## src/rtl/cluster_chunk_sched.sv

```systemverilog
// Chunk scheduler for Compute_Cluster: ping-pong IFM/filter bank control, chunk start pulses,
// output-buffer walk and IFM channel-stacking shift. Optional macro SCHED_STALL_CNT_EN adds stall_cnt_o.
module cluster_chunk_sched #(
    parameter int unsigned MEM_SIZE        = 128,
    parameter int unsigned PREFIX_SUM_SIZE = 32,
    parameter int unsigned CHANNEL_NUM     = 16,
    parameter int unsigned OUTPUT_BUF_NUM  = 4,
    parameter int unsigned IFM_SHIFT_NUM   = 8,
    parameter int unsigned GROUP_NUM       = 4
) (
    input  logic clk_i,
    input  logic rst_ni,
    input  logic start_i,
    input  logic ifm_load_done_i,
    input  logic filter_load_done_i,
    input  logic total_chunk_end_i,
    output logic ifm_load_req_o,
    output logic filter_load_req_o,
    output logic ifm_wr_sel_o,
    output logic ifm_rd_sel_o,
    output logic filter_wr_sel_o,
    output logic filter_rd_sel_o,
    output logic run_valid_o,
    output logic total_chunk_start_o,
    output logic [((OUTPUT_BUF_NUM > 1) ? $clog2(OUTPUT_BUF_NUM) : 1)-1:0] acc_buf_sel_o,
    output logic [((OUTPUT_BUF_NUM > 1) ? $clog2(OUTPUT_BUF_NUM) : 1)-1:0] out_buf_sel_o,
    output logic [$clog2(PREFIX_SUM_SIZE)-1:0] shift_left_o,
    output logic [$clog2((MEM_SIZE + PREFIX_SUM_SIZE - 1) / PREFIX_SUM_SIZE):0] rd_sparsemap_step_o,
    output logic [$clog2((MEM_SIZE + PREFIX_SUM_SIZE - 1) / PREFIX_SUM_SIZE):0] rd_sparsemap_last_o,
    output logic group_done_o,
    output logic busy_o,
`ifdef SCHED_STALL_CNT_EN
    output logic [31:0] stall_cnt_o,
`endif
    output logic done_o
);

    localparam int unsigned OUT_NUM = (IFM_SHIFT_NUM < OUTPUT_BUF_NUM) ? IFM_SHIFT_NUM : OUTPUT_BUF_NUM;
    localparam int unsigned RD_NUM  = (MEM_SIZE + PREFIX_SUM_SIZE - 1) / PREFIX_SUM_SIZE;
    localparam int unsigned SW      = (OUTPUT_BUF_NUM > 1) ? $clog2(OUTPUT_BUF_NUM) : 1;
    localparam int unsigned SLW     = $clog2(PREFIX_SUM_SIZE);
    localparam int unsigned STW     = $clog2(RD_NUM) + 1;
    localparam int unsigned SHW     = (IFM_SHIFT_NUM > 1) ? $clog2(IFM_SHIFT_NUM) : 1;
    localparam int unsigned RFW     = (GROUP_NUM > 1) ? $clog2(GROUP_NUM) : 1;

    typedef enum logic [2:0] {
        S_IDLE,
        S_PRELOAD,
        S_RUN,
        S_WAIT_LOAD,
        S_DONE
    } state_e;

    state_e           state_q, state_d;
    logic [SHW-1:0]   shift_q, shift_d;
    logic [SW-1:0]    buf_q, buf_d;
    logic [RFW-1:0]   ref_q, ref_d;
    logic             ifm_full_q, ifm_full_d;
    logic             flt_full_q, flt_full_d;
    logic             ifm_wr_q, ifm_wr_d;
    logic             ifm_rd_q, ifm_rd_d;
    logic             flt_wr_q, flt_wr_d;
    logic             flt_rd_q, flt_rd_d;
    logic             ifm_req_q, ifm_req_d;
    logic             flt_req_q, flt_req_d;
    logic             run_valid_q, run_valid_d;
    logic             chunk_start_q, chunk_start_d;
    logic             group_done_q, group_done_d;
    logic             busy_q, busy_d;
    logic             done_q, done_d;
    logic [SLW-1:0]   shift_left_q, shift_left_d;
    logic [STW-1:0]   step_q, step_d;
    logic [STW-1:0]   last_q, last_d;

    logic             ifm_full_c, flt_full_c, both_full_c;
    logic             end_c, grp_last_c, ref_last_c, swap_c, start_acc_c, hold_req_c;
    logic [31:0]      shift_prod_c;

`ifdef SCHED_STALL_CNT_EN
    logic [31:0]      stall_q, stall_d;
`endif

    // Next-state and next-output logic
    always_comb begin
        state_d      = state_q;
        shift_d      = shift_q;
        buf_d        = buf_q;
        ref_d        = ref_q;
        ifm_wr_d     = ifm_wr_q;
        flt_wr_d     = flt_wr_q;
        swap_c       = 1'b0;
        group_done_d = 1'b0;

        // A load-done pulse arriving with the swap check already counts as a full bank
        ifm_full_c   = ifm_full_q | ifm_load_done_i;
        flt_full_c   = flt_full_q | filter_load_done_i;
        both_full_c  = ifm_full_c & flt_full_c;
        end_c        = (state_q == S_RUN) & total_chunk_end_i;
        grp_last_c   = (buf_q == SW'(OUT_NUM - 1));
        ref_last_c   = (ref_q == RFW'(GROUP_NUM - 1));
        start_acc_c  = start_i & ((state_q == S_IDLE) | (state_q == S_DONE));

        case (state_q)
            S_IDLE: begin
                shift_d  = '0;
                buf_d    = '0;
                ref_d    = '0;
                ifm_wr_d = 1'b0;
                flt_wr_d = 1'b0;
                if (start_i) begin
                    state_d = S_PRELOAD;
                end
            end
            S_PRELOAD: begin
                if (both_full_c) begin
                    swap_c  = 1'b1;
                    state_d = S_RUN;
                end
            end
            S_RUN: begin
                if (end_c) begin
                    shift_d = (shift_q == SHW'(IFM_SHIFT_NUM - 1)) ? '0 : shift_q + SHW'(1);
                    buf_d   = grp_last_c ? '0 : buf_q + SW'(1);
                    if (grp_last_c) begin
                        group_done_d = 1'b1;
                        if (ref_last_c) begin
                            state_d = S_DONE;
                        end else if (both_full_c) begin
                            swap_c = 1'b1;
                            ref_d  = ref_q + RFW'(1);
                        end else begin
                            state_d = S_WAIT_LOAD;
                        end
                    end
                end
            end
            S_WAIT_LOAD: begin
                if (both_full_c) begin
                    swap_c  = 1'b1;
                    ref_d   = ref_q + RFW'(1);
                    state_d = S_RUN;
                end
            end
            S_DONE: begin
                if (start_i) begin
                    shift_d = '0;
                    buf_d   = '0;
                    ref_d   = '0;
                    state_d = S_PRELOAD;
                end
            end
            default: begin
                state_d = S_IDLE;
            end
        endcase

        if (swap_c) begin
            ifm_wr_d = ~ifm_wr_q;
            flt_wr_d = ~flt_wr_q;
        end
        ifm_rd_d   = ~ifm_wr_d;
        flt_rd_d   = ~flt_wr_d;
        ifm_full_d = swap_c ? 1'b0 : ifm_full_c;
        flt_full_d = swap_c ? 1'b0 : flt_full_c;

        busy_d        = (state_d == S_PRELOAD) | (state_d == S_RUN) | (state_d == S_WAIT_LOAD);
        done_d        = (state_d == S_DONE);
        run_valid_d   = (state_d == S_RUN);
        chunk_start_d = (state_d == S_RUN) & ((state_q != S_RUN) | end_c);

        // The last group's banks are already loaded; no further refill is requested
        hold_req_c = (ref_d == RFW'(GROUP_NUM - 1)) & (state_d != S_PRELOAD);
        ifm_req_d  = ~ifm_full_d & busy_d & ~hold_req_c;
        flt_req_d  = ~flt_full_d & busy_d & ~hold_req_c;

        shift_prod_c = 32'(shift_d) * 32'(CHANNEL_NUM);
        shift_left_d = SLW'(shift_prod_c % 32'(PREFIX_SUM_SIZE));
        step_d       = STW'(shift_prod_c / 32'(PREFIX_SUM_SIZE));
        last_d       = STW'(RD_NUM - 1) + step_d;

`ifdef SCHED_STALL_CNT_EN
        stall_d = stall_q;
        if ((state_q == S_WAIT_LOAD) && (stall_q != 32'hFFFF_FFFF)) begin
            stall_d = stall_q + 32'd1;
        end
        if (start_acc_c) begin
            stall_d = '0;
        end
`endif
    end

    // State, counters and registered outputs
    always_ff @(posedge clk_i or negedge rst_ni) begin
        if (!rst_ni) begin
            state_q       <= S_IDLE;
            shift_q       <= '0;
            buf_q         <= '0;
            ref_q         <= '0;
            ifm_full_q    <= 1'b0;
            flt_full_q    <= 1'b0;
            ifm_wr_q      <= 1'b0;
            ifm_rd_q      <= 1'b1;
            flt_wr_q      <= 1'b0;
            flt_rd_q      <= 1'b1;
            ifm_req_q     <= 1'b0;
            flt_req_q     <= 1'b0;
            run_valid_q   <= 1'b0;
            chunk_start_q <= 1'b0;
            group_done_q  <= 1'b0;
            busy_q        <= 1'b0;
            done_q        <= 1'b0;
            shift_left_q  <= '0;
            step_q        <= '0;
            last_q        <= STW'(RD_NUM - 1);
`ifdef SCHED_STALL_CNT_EN
            stall_q       <= '0;
`endif
        end else begin
            state_q       <= state_d;
            shift_q       <= shift_d;
            buf_q         <= buf_d;
            ref_q         <= ref_d;
            ifm_full_q    <= ifm_full_d;
            flt_full_q    <= flt_full_d;
            ifm_wr_q      <= ifm_wr_d;
            ifm_rd_q      <= ifm_rd_d;
            flt_wr_q      <= flt_wr_d;
            flt_rd_q      <= flt_rd_d;
            ifm_req_q     <= ifm_req_d;
            flt_req_q     <= flt_req_d;
            run_valid_q   <= run_valid_d;
            chunk_start_q <= chunk_start_d;
            group_done_q  <= group_done_d;
            busy_q        <= busy_d;
            done_q        <= done_d;
            shift_left_q  <= shift_left_d;
            step_q        <= step_d;
            last_q        <= last_d;
`ifdef SCHED_STALL_CNT_EN
            stall_q       <= stall_d;
`endif
        end
    end

    assign ifm_load_req_o      = ifm_req_q;
    assign filter_load_req_o   = flt_req_q;
    assign ifm_wr_sel_o        = ifm_wr_q;
    assign ifm_rd_sel_o        = ifm_rd_q;
    assign filter_wr_sel_o     = flt_wr_q;
    assign filter_rd_sel_o     = flt_rd_q;
    assign run_valid_o         = run_valid_q;
    assign total_chunk_start_o = chunk_start_q;
    assign acc_buf_sel_o       = buf_q;
    assign out_buf_sel_o       = buf_q;
    assign shift_left_o        = shift_left_q;
    assign rd_sparsemap_step_o = step_q;
    assign rd_sparsemap_last_o = last_q;
    assign group_done_o        = group_done_q;
    assign busy_o              = busy_q;
    assign done_o              = done_q;
`ifdef SCHED_STALL_CNT_EN
    assign stall_cnt_o         = stall_q;
`endif

endmodule

```

## config.mk

```make
export PLATFORM = sky130hd
export DESIGN_NAME = cluster_chunk_sched
export DESIGN_NICKNAME = d
export VERILOG_FILES = /design/src/rtl/cluster_chunk_sched.sv
export SDC_FILE = /design/constraint.sdc
export NUM_CORES = 1
export LEC_CHECK = 0
export ABC_CLOCK_PERIOD_IN_PS = 1450
export CAP_MARGIN = 0
export CORE_ASPECT_RATIO = 0.8
export CORE_UTILIZATION = 30
export DETAILED_ROUTE_END_ITERATION = 10
export GPL_TIMING_DRIVEN = 0
export SLEW_MARGIN = 40
export SYNTH_ARGS = -nofsm -noshare
export SYNTH_HDL_FRONTEND = slang
export SYNTH_SLANG_ARGS = --single-unit
```

## constraint.sdc

```tcl
create_clock -name clk_i -period 1.45 [get_ports clk_i]
set_input_delay 0.2175 -clock clk_i [delete_from_list [all_inputs] [get_ports clk_i]]
set_output_delay 0.2175 -clock clk_i [all_outputs]
set_load 0.005 [all_outputs]
```

==> summary.md, run 1 <==
| Metric | Value |
|---|---|
| Max Buffers Root-to-Sink | `2` |
| Fin. max-slew vios | `0` |
| First-pass GRT wire length | `4680 µm` |
| Clock Sinks | `26` |
| Complex-gate fraction of the synthesized area | `0.211` |
| Flip-flop and latch area | `658 µm²` |
| Drt pass-1 iters | `4` |
| Vias in the first global route | `1019` |
| Failing checks | `setup timing` |
| Layout cell share with drive strength beyond 1 | `0.457` |
| Crit end category | `flop` |
| Total CTS buffers | `3` |
| CTS H-tree depth | `1` |
| Final RePlAce weighted congestion | `0.777` |
| Synth Warn # | `0` |
| Commonest non-fill, non-tap cells in the layout | `buf_4, dfrtp_1, clkdlybuf4s50_1` |
| Simple-Gate Fraction of Synth Area | `0.121` |
| Peak Freq | `617 MHz` |
| Pre-CTS WS | `-0.486 ns` |
| Actual slew at the worst max-slew pin | `0.575 ns` |
| Port buffer count | `26` |
| Antenna Cells | `0` |
| Multi-input combinational cell area | `626 µm²` |
| Max-Cap Viols | `0` |
| Fill cells | `345` |
| Initial drt markers | `38` |
| Worst-path clk slew | `0.09 ns` |
| Clk_lat worst skew | `0.27 ns` |
| Final Setup Violations | `12` |
| Final period util | `1.12` |
| Post-layout min period | `1.62 ns` |
| Area Growth Syn to Fin | `63.1%` |
| DR vias/cell | `4.62` |
| Worst Hold Class | `primary input to async pin` |
| Initial Util | `0.321` |
| Die height | `59.9 µm` |
| Vias | `1063` |
| Max FO, Critical Path | `5` |
| Die X | `74.3 µm` |
| Mapped cell area | `1250 µm²` |
| Library cells used by synthesis | `36` |
| Biggest area consumer among synthesized cells | `dfrtp_1` |
| Die area | `4450 µm²` |
| Final Hold Fails | `0` |
| Post-layout util | `0.524` |
| Main combinational cell family by area after synthesis | `compound AO/OA/AOI/OAI gates` |
| Cells taking the most area after synthesis | `dfrtp_1, dfstp_2, ha_1` |
| Pleak | `0.984 nW` |
| Final wirelength | `3090 µm` |
| CP arrival | `1.81 ns` |
| Placeable Area | `3900 µm²` |
| Mean Syn Cell Area | `11.4 µm²` |
| Mux contribution to synthesized area | `0.0160` |
| Most common cell after layout, fill and taps aside | `buf_4` |
| Status | `finished, violations left` |
| Worst Skew | `0.00500 ns` |
| Gr ovfl total | `0` |
| XOR/XNOR share of the synthesized area | `0` |
| WL per Instance | `13.4 µm` |
| Sequential-to-total area share from yosys stat | `0.522` |
| Final Worst Setup Slack | `-0.170 ns` |
| Worst vdd ir | `0.000610 V` |
| Root Buffer | `clkbuf_8` |
| RSZ-0062 raised after global routing | `yes` |
| R2r worst-path depth | `5` |
| Setup TNS Final | `-1.08 ns` |
| Startpoint Class | `flop` |
| Post-DRT Antenna Nets | `0` |
| Drt drc | `0` |
| Post-Synth Adder-Cell Area | `0.0499` |
| Total power | `4.01 mW` |
| Tot GR Track Use | `0.142` |
| Initial antenna violation count | `0` |
| Ports | `32` |
| CTS tree | `done` |
| Top cell type's share of synthesized area | `0.439` |
| Std cell rows | `20` |
| Rel. slew slack | `0.617` |
| Worst Path Class, Setup | `flop to flop` |
| P per Cell Area | `1960 nW/µm²` |
| Cells after synthesis | `110` |
| Register bit total from synthesis | `26` |
| NumNets Final | `187` |
| Pin count of the biggest net entering global routing | `27` |
| Min Hold Slack | `0.467 ns` |
| Data required, critical path | `1.64 ns` |
## registers in the layout, indices dropped and copies added, names as in the netlist, 2 cells and up, named ones only
signal,cells
rd_sparsemap_last_o,3
state_q,3
acc_buf_sel_o,2
ref_q,2
## worst max-delay path, stage by stage (launching register included)
cell	delay [ns]
dfrtp_2	0.45
ha_4	0.19
and3b_2	0.20
o2111a_2	0.28
mux2i_4	0.21
a211oi_2	0.21
## kinds of logic (layout without fill, tap and decap cells)
family	after synthesis	count (layout)
adders and majority gates	5	5
and+or+nand+nor	27	27
buffers and inverters	17	78
DFF	26	26
muxes	2	2
AOI/OAI and AO/OA	32	32
other	1	5
## final timing paths
kind,start,end,slack [ns]
setup / recovery,acc_buf_sel_o[0],filter_load_req_o,-0.17
hold / removal,rst_ni,ref_q[1],0.47
setup reg to reg,acc_buf_sel_o[0],filter_load_req_o,-0.17
hold reg to reg,filter_wr_sel_o,filter_rd_sel_o,0.53
max in group asynchronous,rst_ni,acc_buf_sel_o[1],0.58
min in group clk_i,filter_wr_sel_o,filter_rd_sel_o,0.53
## metrics by stage
step | area, µm² | cells
after floorplan | 1290 | 114
after global placement | 1620 | 195
after detailed placement | 1620 | 195
after CTS | 1870 | 217
after global routing | 2050 | 230
final | 2050 | 230
## synthesized netlist by cell type
| cell type | instances |
|---|---|
| dfrtp_1 | 22 |
| nor2_1 | 11 |
| buf_4 | 8 |
| inv_1 | 7 |
| a22o_1 | 5 |
| ha_1 | 5 |
| nand2_1 | 5 |
| a22oi_1 | 4 |
| dfstp_2 | 4 |
| a211oi_1 | 3 |
| o21ai_0 | 3 |
| a21oi_1 | 2 |
| and2_1 | 2 |
| buf_2 | 2 |
| mux2i_1 | 2 |
| nand2b_1 | 2 |
| o21a_1 | 2 |
| o21ai_1 | 2 |
| o22ai_1 | 2 |
| a2111oi_4 | 1 |
| a21o_1 | 1 |
| a2bb2oi_1 | 1 |
| and3b_2 | 1 |
| and4b_4 | 1 |
| conb_1 | 1 |
| nand3_1 | 1 |
| nand4b_1 | 1 |
| nor2b_1 | 1 |
| nor3_2 | 1 |
| nor3b_2 | 1 |
| o2111a_2 | 1 |
| o211a_1 | 1 |
| o22a_1 | 1 |
| o22ai_2 | 1 |
| o311a_1 | 1 |
| o311ai_0 | 1 |
## where the power goes
group,internal (mW),switching [mW]
clock,0.370,0.235
combinational,1.27,0.950
sequential,1.02,0.166
## cell type report
class | count | area share
buffer | 10 | 0.0391
clock buffer | 3 | 0.0202
clock inverter | 1 | 0.0147
inverter | 7 | 0.0165
multi-input combinational | 71 | 0.306
sequential | 26 | 0.322
tap | 55 | 0.0336
timing repair buffer | 57 | 0.249
## layer usage
metal	GRT usage	up-vias	routed length [µm]
li1	-	517	-
met1	0.174	506	1350
met2	0.243	33	1530
met3	0.0253	7	127
met4	0.0728	0	82
met5	0	-	0
## repair_timing
action | 4_1_cts | 5_1_grt
resized for setup | 29 | 23
endpoints found under the hold margin | 22 | 0
hold buffers | 1 | 0
pin swaps | 9 | 12
setup endpoints to repair | 22 | 25
buffers inserted | 17 | 13
(Power assumes the default switching activity.)
==> run 2: changes to the inputs <==
- CAP_MARGIN: 0 -> 40
==> results of run 2 <==
Final layout, timing and power as in run 1 (identical DEF).
==> run 3: changes to the inputs <==
- ABC_AREA: unset -> 1
- PLACE_DENSITY: unset -> 0.55
==> run 3 against run 2 <==
  * The flow still finishes with violations (setup timing)
  * Clock-buffer cell count up 1
  * Area after synthesis is 8.4% higher
  * Utilization is 5.0 points lower
  * Non-clock buffer count fell by 11
  * Die area increased by 8.1%
  * Highest routed layer unchanged
  * Sequential share of layout area is 0.36 points higher
  * Sequential power is essentially flat
  * Total power is 1.9% higher
  * First-iteration DRC count shrank 13%
  * Via count up 6.7%
  * Synthesized cell count is 36% higher
==> summary.md, run 3 <==
| Metric | Value |
|---|---|
| Status | `finished, violations left` |
| Failing checks | `setup timing` |
| Placed cell areas | `1710 µm²` |
| Drt pass-1 iters | `4` |
| Area Growth Syn to Fin | `48.6%` |
| NumNets Final | `219` |
| Die height | `62.2 µm` |
| Post-synth top flop | `dfrtp_1` |
| Initial antenna violation count | `0` |
| Post-DRT Antenna Nets | `0` |
| P_sw | `1.62 mW` |
| Register bit total from synthesis | `26` |
| Final RePlAce weighted congestion | `0.863` |
| Biggest area consumer among synthesized cells | `dfrtp_1` |
| Final Worst Setup Slack | `-0.139 ns` |
| Max Buffers Root-to-Sink | `2` |
| Min Hold Slack | `0.475 ns` |
| Final wirelength | `2990 µm` |
| Top post-synthesis cells by count | `nand2_1, dfrtp_1, inv_1, nor2_1, inv_2` |
| Count leader, synth | `nand2_1` |
| Final Setup Violations | `10` |
| Int Pwr | `2.47 mW` |
| EDFF count, synth | `0` |
| DR vias/cell | `4.30` |
| Initial Util | `0.320` |
| Cells taking the most area after synthesis | `dfrtp_1, nand2_1, dfstp_2` |
| DP Wirelength | `2080 µm` |
| CP arrival | `1.81 ns` |
| Pin count of the biggest net entering global routing | `27` |
| CTS H-tree depth | `1` |
| Worst Hold Class | `primary input to async pin` |
| Max-Cap Viols | `0` |
| Total CTS buffers | `3` |
| Worst Skew | `0.00233 ns` |
| Startpoint Class | `flop` |
| Initial drt markers | `33` |
| Post-layout util | `0.475` |
| Sw frac | `0.396` |
| Worst vdd ir | `0.000917 V` |
| Crit end category | `flop` |
| Gate power share | `0.592` |
| Post-layout min period | `1.59 ns` |
| Actual slew at the worst max-slew pin | `0.577 ns` |
| Final Hold Fails | `0` |
| Most common cell after layout, fill and taps aside | `buf_4` |
| Std cell rows | `21` |
| Clk_lat worst skew | `0.27 ns` |
| Commonest non-fill, non-tap cells in the layout | `buf_4, nand2_1, dfrtp_1` |
| Vias | `1134` |
| Fin. max-slew vios | `0` |
| P per Cell Area | `2020 nW/µm²` |
| Mean Syn Cell Area | `9.07 µm²` |
| Gr ovfl total | `0` |
| Layout cell share with drive strength beyond 1 | `0.411` |
| Pleak | `1.09 nW` |
| FFs w/ async S/R, synth | `1.00` |
| Library cells used by synthesis | `27` |
| Antenna Cells | `0` |
| Top cell type's share of synthesized area | `0.405` |
| Sequential share of power | `0.293` |
| Placeable Area | `4260 µm²` |
| Clock Sinks | `26` |
| Mapped cell area | `1360 µm²` |
| Tot GR Track Use | `0.136` |
| Power share of the clock group | `0.115` |
| First-pass GRT wire length | `5090 µm` |
| Max FO, Critical Path | `4` |
| Worst-path clk slew | `0.09 ns` |
| WL per Instance | `11.3 µm` |
| Final period util | `1.10` |
| Data required, critical path | `1.67 ns` |
| CTS tree | `done` |
| RSZ-0062 raised after global routing | `yes` |
| Total power | `4.09 mW` |
| Peak Freq | `629 MHz` |
| Root Buffer | `clkbuf_8` |
| Sequential-to-total area share from yosys stat | `0.482` |
| Rel. slew slack | `0.615` |
| Ports | `32` |
| Final Cell Area | `2020 µm²` |
| Die area | `4810 µm²` |
| Setup TNS Final | `-0.493 ns` |
| Synth Warn # | `0` |
| Cells after synthesis | `150` |
| Fill cells | `425` |
| Port buffer count | `26` |
| Vias in the first global route | `1103` |
| Drt drc | `0` |
| Die X | `77.3 µm` |
| Worst Path Class, Setup | `flop to flop` |
-- run 3: cell families (layout without fill, tap and decap cells) --
| logic type | count (synthesis) | count (layout) | synth area share |
|---|---|---|---|
| AO/OA/AOI/OAI | 10 | 10 | 0.0626 |
| adder cells (fa/ha/maj) | 5 | 5 | 0.0460 |
| buffers and inverters | 35 | 88 | 0.116 |
| flip-flops | 26 | 26 | 0.482 |
| other | 1 | 5 | 0.00276 |
| AND/OR/NAND/NOR | 73 | 73 | 0.291 |
-- run 3: timing repair --
item                                   in CTS  in global routing
setup endpoints to repair                  17                 21
buffers inserted                           13                 10
endpoints found under the hold margin      22                  0
hold buffers                                1                  0
pin swaps                                  14                  5
resized for setup                          22                  9
-- run 3: power groups by stage --
| stage | combinational (mW) | sequential (mW) | clock (mW) |
|---|---|---|---|
| finish | 2.42 | 1.20 | 0.472 |
| global route | 2.67 | 1.23 | 0.524 |
| CTS | 2.22 | 1.21 | 0.490 |
| detailed placement | 1.93 | 1.23 | 0 |
| global placement | 1.89 | 1.22 | 0 |
| floorplan | 1.20 | 1.23 | 0 |
-- run 3: path summary, 6_finish.rpt --
path	start	end	slack, ns	cells past startpoint
max	state_q[1]	rd_sparsemap_last_o[1]	-0.14	9
min	rst_ni	filter_wr_sel_o	0.47	2
max reg2reg	state_q[1]	rd_sparsemap_last_o[1]	-0.14	9
min reg2reg	ref_q[1]	ref_q[1]	0.54	2
max in group asynchronous	rst_ni	state_q[1]	0.57	2
min in group clk_i	total_chunk_end_i	group_done_o	0.50	3
-- run 3: stage by stage --
stage                     std cells  setup slack, ns
after global routing            264           -0.231
after floorplan                 154          -0.0456
after CTS                       255           -0.152
final                           264           -0.139
after detailed placement        237           -0.527
after global placement          237           -0.510
-- run 3: final cells by class --
| cell class | count | area, µm² | area share |
|---|---|---|---|
| plain buffers | 7 | 52.6 | 0.0260 |
| flip-flops and latches | 26 | 657 | 0.325 |
| inverters | 28 | 105 | 0.0520 |
| clock buffers | 4 | 55.1 | 0.0272 |
| well taps | 57 | 71.3 | 0.0353 |
| multi-input cells | 93 | 643 | 0.318 |
| repair buffers | 49 | 437 | 0.216 |
-- run 3: layer usage --
layer	vias up	GRT usage	wire length, µm
li1	562	-	-
met1	536	0.181	1390
met2	32	0.217	1420
met3	4	0.0382	151
met4	0	0.0354	31
met5	-	0	0
-- run 3: critical path: stages, from the launching register on --
cell	delay, ns
dfrtp_2	0.43
inv_2	0.06
nand2_4	0.08
buf_6	0.11
nor2_4	0.04
nor3_4	0.25
inv_2	0.09
a22oi_2	0.18
ha_1	0.25
inv_1	0.06
